File: config.mk
export PLATFORM = sky130hd
export DESIGN_NAME = keccak_arbiter_flat
export DESIGN_NICKNAME = d
export VERILOG_FILES = /design/src/rtl/keccak_arbiter_if.sv /design/src/rtl/keccak_arbiter.sv /design/src/flat_wrapper.sv
export SDC_FILE = /design/constraint.sdc
export NUM_CORES = 1
export LEC_CHECK = 0
export CELL_PAD_IN_SITES_DETAIL_PLACEMENT = 1
export CELL_PAD_IN_SITES_GLOBAL_PLACEMENT = 2
export CORE_AREA = 8 8 444 446
export DETAILED_ROUTE_END_ITERATION = 16
export DIE_AREA = 0 0 452 454
export GPL_ROUTABILITY_DRIVEN = 0
export GPL_TIMING_DRIVEN = 0
export PLACE_DENSITY_LB_ADDON = 0.1
export SLEW_MARGIN = 20
export SYNTH_ARGS = -nofsm -noshare
export SYNTH_HDL_FRONTEND = slang
export SYNTH_SLANG_ARGS = --single-unit
File: constraint.sdc
create_clock -name clk -period 2.6 [get_ports clk]
set_clock_uncertainty 0.1 [all_clocks]
set_input_delay 0.65 -clock clk [delete_from_list [all_inputs] [get_ports clk]]
set_output_delay 0.65 -clock clk [all_outputs]
set_load 0.01 [all_outputs]
File: src/rtl/keccak_arbiter_if.sv
// keccak_arbiter_if: requester, keccak core and digest signals of keccak_arbiter
interface keccak_arbiter_if;
    logic         req0_valid, req1_valid;
    logic [31:0]  req0_data, req1_data;
    logic         req0_last, req1_last;
    logic [1:0]   req0_byte_num, req1_byte_num;
    logic         req0_ready, req1_ready;
    logic         core_reset;
    logic [31:0]  core_in;
    logic         core_in_ready, core_is_last;
    logic [1:0]   core_byte_num;
    logic         core_buffer_full;
    logic [511:0] core_out;
    logic         core_out_ready;
    logic         dig_valid, dig_id, dig_err, dig_ack;
    logic [511:0] dig_data;
    modport slave (
        input  req0_valid, req1_valid, req0_data, req1_data, req0_last, req1_last,
               req0_byte_num, req1_byte_num, core_buffer_full, core_out, core_out_ready, dig_ack,
        output req0_ready, req1_ready, core_reset, core_in, core_in_ready, core_is_last,
               core_byte_num, dig_valid, dig_id, dig_data, dig_err
    );
    modport master (
        output req0_valid, req1_valid, req0_data, req1_data, req0_last, req1_last,
               req0_byte_num, req1_byte_num, core_buffer_full, core_out, core_out_ready, dig_ack,
        input  req0_ready, req1_ready, core_reset, core_in, core_in_ready, core_is_last,
               core_byte_num, dig_valid, dig_id, dig_data, dig_err
    );
endinterface

File: src/rtl/keccak_arbiter.sv
// keccak_arbiter: round-robin two-requester front end for keccak; WAIT watchdog enabled by KECCAK_ARB_TIMEOUT_EN
module keccak_arbiter #(
    parameter int CLR_CYCLES = 1,
    parameter int TIMEOUT    = 1024
) (
    input logic             clk,
    input logic             reset_n,
    keccak_arbiter_if.slave bus
);
    typedef enum logic [2:0] {IDLE, CLEAR, STREAM, WAIT, DONE} state_t;
    localparam int CW = $clog2(CLR_CYCLES + 1);
    state_t        state, state_nx;
    logic [CW-1:0] clr_cnt;
    logic          gnt, ptr, gnt_nx, any_valid, clr_done;
    logic          g_valid, g_last, xfer, capture, timeout;
    logic [31:0]   g_data;
    logic [1:0]    g_bn;
    assign any_valid = bus.req0_valid || bus.req1_valid;
    assign gnt_nx    = bus.req0_valid && bus.req1_valid ? !ptr : bus.req1_valid;
    assign clr_done  = clr_cnt == CW'(CLR_CYCLES - 1);
    assign g_valid   = gnt ? bus.req1_valid : bus.req0_valid;
    assign g_last    = gnt ? bus.req1_last : bus.req0_last;
    assign g_data    = gnt ? bus.req1_data : bus.req0_data;
    assign g_bn      = gnt ? bus.req1_byte_num : bus.req0_byte_num;
    assign xfer      = state == STREAM && g_valid && !bus.core_buffer_full;
    assign capture   = state == WAIT && (bus.core_out_ready || timeout);
`ifdef KECCAK_ARB_TIMEOUT_EN
    localparam int TW = $clog2(TIMEOUT + 1);
    logic [TW-1:0] wait_cnt;
    always_ff @(posedge clk or negedge reset_n)
        if (!reset_n) wait_cnt <= '0;
        else wait_cnt <= state == WAIT ? wait_cnt + 1'b1 : '0;
    assign timeout = wait_cnt == TW'(TIMEOUT - 1);
`else
    assign timeout = 1'b0;
`endif
    always_ff @(posedge clk or negedge reset_n) begin
        if (!reset_n) begin
            state        <= IDLE;
            gnt          <= 1'b0;
            ptr          <= 1'b1;
            clr_cnt      <= '0;
            bus.dig_data <= '0;
            bus.dig_id   <= 1'b0;
            bus.dig_err  <= 1'b0;
        end else begin
            state   <= state_nx;
            clr_cnt <= state == CLEAR ? clr_cnt + 1'b1 : '0;
            if (state == IDLE) gnt <= gnt_nx;
            if (state == DONE && bus.dig_ack) ptr <= gnt;
            // a watchdog expiry hands back an all-zero digest flagged as an error
            if (capture) begin
                bus.dig_data <= bus.core_out_ready ? bus.core_out : '0;
                bus.dig_id   <= gnt;
                bus.dig_err  <= !bus.core_out_ready;
            end
        end
    end
    always_comb begin
        state_nx = state;
        case (state)
            IDLE:    state_nx = any_valid ? CLEAR : IDLE;
            CLEAR:   state_nx = clr_done ? STREAM : CLEAR;
            STREAM:  state_nx = xfer && g_last ? WAIT : STREAM;
            WAIT:    state_nx = capture ? DONE : WAIT;
            DONE:    state_nx = bus.dig_ack ? IDLE : DONE;
            default: state_nx = IDLE;
        endcase
    end
    always_comb begin
        bus.core_reset    = state == CLEAR;
        bus.core_in       = state == STREAM ? g_data : '0;
        bus.core_in_ready = xfer;
        bus.core_is_last  = xfer && g_last;
        bus.core_byte_num = xfer ? g_bn : 2'b00;
        bus.req0_ready    = state == STREAM && !gnt && !bus.core_buffer_full;
        bus.req1_ready    = state == STREAM && gnt && !bus.core_buffer_full;
        bus.dig_valid     = state == DONE;
    end
endmodule

File: src/flat_wrapper.sv
// flat-port wrapper written by rule: the top's interface ports become plain ports
module keccak_arbiter_flat 
#(
    parameter int CLR_CYCLES = 1,
    parameter int TIMEOUT    = 1024
)
  (clk, reset_n, bus_req0_valid, bus_req1_valid, bus_req0_data, bus_req1_data, bus_req0_last, bus_req1_last, bus_req0_byte_num, bus_req1_byte_num, bus_core_buffer_full, bus_core_out, bus_core_out_ready, bus_dig_ack, bus_req0_ready, bus_req1_ready, bus_core_reset, bus_core_in, bus_core_in_ready, bus_core_is_last, bus_core_byte_num, bus_dig_valid, bus_dig_id, bus_dig_data, bus_dig_err);
  keccak_arbiter_if bus_i ();
  input logic clk;
  input logic reset_n;
  input wire logic [$bits(bus_i.req0_valid)-1:0] bus_req0_valid;
  input wire logic [$bits(bus_i.req1_valid)-1:0] bus_req1_valid;
  input wire logic [$bits(bus_i.req0_data)-1:0] bus_req0_data;
  input wire logic [$bits(bus_i.req1_data)-1:0] bus_req1_data;
  input wire logic [$bits(bus_i.req0_last)-1:0] bus_req0_last;
  input wire logic [$bits(bus_i.req1_last)-1:0] bus_req1_last;
  input wire logic [$bits(bus_i.req0_byte_num)-1:0] bus_req0_byte_num;
  input wire logic [$bits(bus_i.req1_byte_num)-1:0] bus_req1_byte_num;
  input wire logic [$bits(bus_i.core_buffer_full)-1:0] bus_core_buffer_full;
  input wire logic [$bits(bus_i.core_out)-1:0] bus_core_out;
  input wire logic [$bits(bus_i.core_out_ready)-1:0] bus_core_out_ready;
  input wire logic [$bits(bus_i.dig_ack)-1:0] bus_dig_ack;
  output wire logic [$bits(bus_i.req0_ready)-1:0] bus_req0_ready;
  output wire logic [$bits(bus_i.req1_ready)-1:0] bus_req1_ready;
  output wire logic [$bits(bus_i.core_reset)-1:0] bus_core_reset;
  output wire logic [$bits(bus_i.core_in)-1:0] bus_core_in;
  output wire logic [$bits(bus_i.core_in_ready)-1:0] bus_core_in_ready;
  output wire logic [$bits(bus_i.core_is_last)-1:0] bus_core_is_last;
  output wire logic [$bits(bus_i.core_byte_num)-1:0] bus_core_byte_num;
  output wire logic [$bits(bus_i.dig_valid)-1:0] bus_dig_valid;
  output wire logic [$bits(bus_i.dig_id)-1:0] bus_dig_id;
  output wire logic [$bits(bus_i.dig_data)-1:0] bus_dig_data;
  output wire logic [$bits(bus_i.dig_err)-1:0] bus_dig_err;
  assign bus_i.req0_valid = bus_req0_valid;
  assign bus_i.req1_valid = bus_req1_valid;
  assign bus_i.req0_data = bus_req0_data;
  assign bus_i.req1_data = bus_req1_data;
  assign bus_i.req0_last = bus_req0_last;
  assign bus_i.req1_last = bus_req1_last;
  assign bus_i.req0_byte_num = bus_req0_byte_num;
  assign bus_i.req1_byte_num = bus_req1_byte_num;
  assign bus_i.core_buffer_full = bus_core_buffer_full;
  assign bus_i.core_out = bus_core_out;
  assign bus_i.core_out_ready = bus_core_out_ready;
  assign bus_i.dig_ack = bus_dig_ack;
  assign bus_req0_ready = bus_i.req0_ready;
  assign bus_req1_ready = bus_i.req1_ready;
  assign bus_core_reset = bus_i.core_reset;
  assign bus_core_in = bus_i.core_in;
  assign bus_core_in_ready = bus_i.core_in_ready;
  assign bus_core_is_last = bus_i.core_is_last;
  assign bus_core_byte_num = bus_i.core_byte_num;
  assign bus_dig_valid = bus_i.dig_valid;
  assign bus_dig_id = bus_i.dig_id;
  assign bus_dig_data = bus_i.dig_data;
  assign bus_dig_err = bus_i.dig_err;
  keccak_arbiter #(.CLR_CYCLES(CLR_CYCLES), .TIMEOUT(TIMEOUT)) u_core (.clk(clk), .reset_n(reset_n), .bus(bus_i));
endmodule
==> impl_metrics.tcl <==
set metrics [dict create \
    status "complete, but fails checks" \
    violations "negative setup slack" \
    min_to "u_core.clr_cnt$_DFF_PN0_" \
    ys_top_cells_by_area "dfrtp_1 (65%), mux2_2 (28%), buf_6 (1.6%)" \
    cp-start-kind "register" \
    clock_path_buffers 3 \
    arrival_ns 2.43 \
    ys_types 31 \
    async_reset_ff_share_pct 100.0 \
    fp.dieW_um 452 \
    power.density_mw_per_mm2 1238 \
    cp_top_family "simple AND/OR/NAND/NOR gates" \
    drc_errors 0 \
    synthesis.nets 1760 \
    syn_area_mm2 0.01985 \
    h-tree-depth 3 \
    finalHoldViolCount 0 \
    r2r_cells 6 \
    reg2reg_slack_ns 0.34 \
    slew_violations 0 \
    worstHoldPathCells 1 \
    ys_seq_area_share_pct 65.56 \
    rr_startpoint "u_core.state[1]$_DFF_PN0_" \
    cts_sinks 520 \
    synth_top_flop_cell "dfrtp_1" \
    multi_input_comb_area_mm2 0.006581 \
    synthCells 1171 \
    p_leak_nw 15.27 \
    start_util_pct 10.47 \
    fmaxAchievable_mhz 314.6 \
    portBuffers 1142 \
    syn_area_per_cell_um2 16.95 \
    synth_edf_count 0 \
    cts_buffers 81 \
    drive_above_1_share_pct 31.63 \
    wl_per_cell_um 25.44 \
    period_needed_ns 3.179 \
    grt.total_usage_pct 11.96 \
    routed_via_density 3.066 \
    nets 3020 \
    routed_wl_mm 127.5 \
    cts_tree "yes" \
    holdWs_ns 0.3553 \
    post-route-period-util_pct 122.3 \
    final_common_cell "clkdlybuf4s50_1" \
    drv_cap 0 \
    core_area_mm2 0.1896 \
    fillers 20930 \
    crit_path_end_kind "output port" \
    dp_hpwl_mm 105.0 \
    grt_pass1_wl_mm 169.1 \
    slew_headroom_pct 49.49 \
    vias 15370 \
    path_buf_inv 4 \
    first_pass_iters 4 \
    synth_top_cell_area_share_pct 65.43 \
    final.setup.tns_ns -17.77 \
    path_class "reg2out" \
    regArea_mm2 0.01302 \
    grt_setup_unrepaired "true" \
    max_stage_delay_ns 0.49 \
    synth_warnings 0 \
    fp.dieH_um 454 \
    cts_root_buf "clkbuf_16" \
    finalInstanceArea_mm2 0.03790 \
    die-area_mm2 0.2052 \
    worstPathMaxFanout 4 \
    reg2reg_to "u_core.bus.dig_data[160]$_DFFE_PN0P_" \
    grt_pass1_vias 17850 \
    hold_path.class "reg2reg" \
    fp-row-count 160 \
    postRouteAntennaNets 0 \
    setup_ws_ns -0.5785 \
    ir_worst_vdd_v 0.0004259 \
    io_pins 1143 \
    final_cell_mix "clkdlybuf4s50_1 (1086), dfrtp_1 (517), mux2_2 (490)" \
    antenna_found_initial 39 \
    ys_seq_elements 520 \
    path_clk_slew_ns 0.05 \
    overflow 0 \
    setup_violations 38 \
    drtIter0Drc 430 \
    yosys.area.top_type "dfrtp_1" \
    syn_to_final_growth_pct 90.96 \
    placed_cell_area_mm2 0.03462 \
    crit_path_cell_trace "or3b_4, nor2_4, buf_12, buf_8, buf_6, a22o_4, buf_6" \
    dpl_worst_slack_ns -1.256 \
    crit_top_cell "buf_6" \
    grt_max_degree 78 \
    min-delay-start "u_core.clr_cnt$_DFF_PN0_" \
    worstPathRequired_ns 1.85 \
    clk_latency_ns 0.66 \
    cpMaxStageDelayCell "or3b_4" \
    tightestPinTransition_ns 0.7365 \
]
[flip-flops by register name (all words and copies together), names as in the netlist]
name,count
u_core.ptr,1
u_core.clr_cnt,1
u_core.bus.dig_err,1
u_core.state,3
u_core.bus.dig_data,512
u_core.gnt,1
u_core.bus.dig_id,1
[Yosys cell counts (all sizes together), types with 2 or more instances]
cell	instances
a22o	32
buf	65
clkbuf	2
dfrtp	519
inv	2
mux2	512
mux2i	4
nand2	5
nor2	7
nor3	3
nor3b	3
o21ai	2
[power by group]
part	total, W	switching (W)	leakage (nW)	internal [W]
registers	0.0144	0.00216	6.24	0.0122
logic	0.0218	0.00944	7.79	0.0123
clock network	0.0108	0.00423	1.25	0.00655
total	0.0469	0.0158	15.3	0.0311
[area by class of cell]
class                           instances  area share, %
Antenna cell                           12        0.07922
Buffer                                 63          1.446
Clock buffer                          128          6.404
Clock inverter                         12         0.3631
Inverter                                2        0.02971
Multi-Input combinational cell        582          17.36
Sequential cell                       520          34.35
Tap cell                             2511          8.289
Timing Repair Buffer                 1181          31.68
[layer usage]
layer | GRT usage, % | share of wire, % | vias up
li1 | - | - | 6711
met1 | 12.53 | 34 | 7869
met2 | 22.54 | 54 | 608
met3 | 4.716 | 8.9 | 163
met4 | 2.531 | 2.1 | 14
met5 | 0 | 0.075 | -
[worst register-to-register path, stage by stage, from the launching register on]
cell and delay [ns]:
dfrtp_1 0.37, buf_6 0.12, buf_4 0.17, nand4b_4 0.11, buf_2 0.43, buf_2 0.47, mux2_2 0.41
[per-stage QoR]
step	instances	util, %	total power (W)
detailed placement	4831	18.26	0.03625
global route	5006	19.99	0.04991
CTS	4994	19.92	0.04839
global placement	4824	18.16	0.03613
floorplan	1171	-	0.02166
finish	5011	19.99	0.04694
[how the worst max path moves through the flow]
| stage | end | start | cells after the start | slack (ns) |
|---|---|---|---|---|
| 4_1_cts | bus_core_in[15] | u_core.state[0]$_DFF_PN0_ | 8 | -0.74 |
| 3_3_place_gp | u_core.bus.dig_data[85]$_DFFE_PN0P_ | reset_n | 1 | -26.70 |
| 2_1_floorplan | bus_core_byte_num[0] | u_core.state[0]$_DFF_PN0_ | 4 | 0.35 |
| 3_5_place_dp | bus_core_in[18] | u_core.gnt$_DFFE_PN0P_ | 6 | -1.26 |
| 5_1_grt | bus_core_in[15] | u_core.state[0]$_DFF_PN0_ | 7 | -0.69 |
| 6_report | bus_core_in[15] | u_core.state[0]$_DFF_PN0_ | 7 | -0.58 |
[logic make-up after synthesis]
| logic type | synth area share (%) |
|---|---|
| flip-flops | 65.56 |
| multiplexers | 29.25 |
| buffers and inverters | 2.635 |
| AO/OA/AOI/OAI | 1.727 |
| AND/OR/NAND/NOR | 0.8258 |
[what timing repair did]
item                                    CTS  global route
hold buffers                              2             0
buffers inserted                         21             7
endpoints found under the setup margin   54            40
hold endpoints to repair                 42             0
pin swaps                                36            13
resized for setup                       325            16
gates cloned                              2             0
Power figures use the tool's default switching activity.
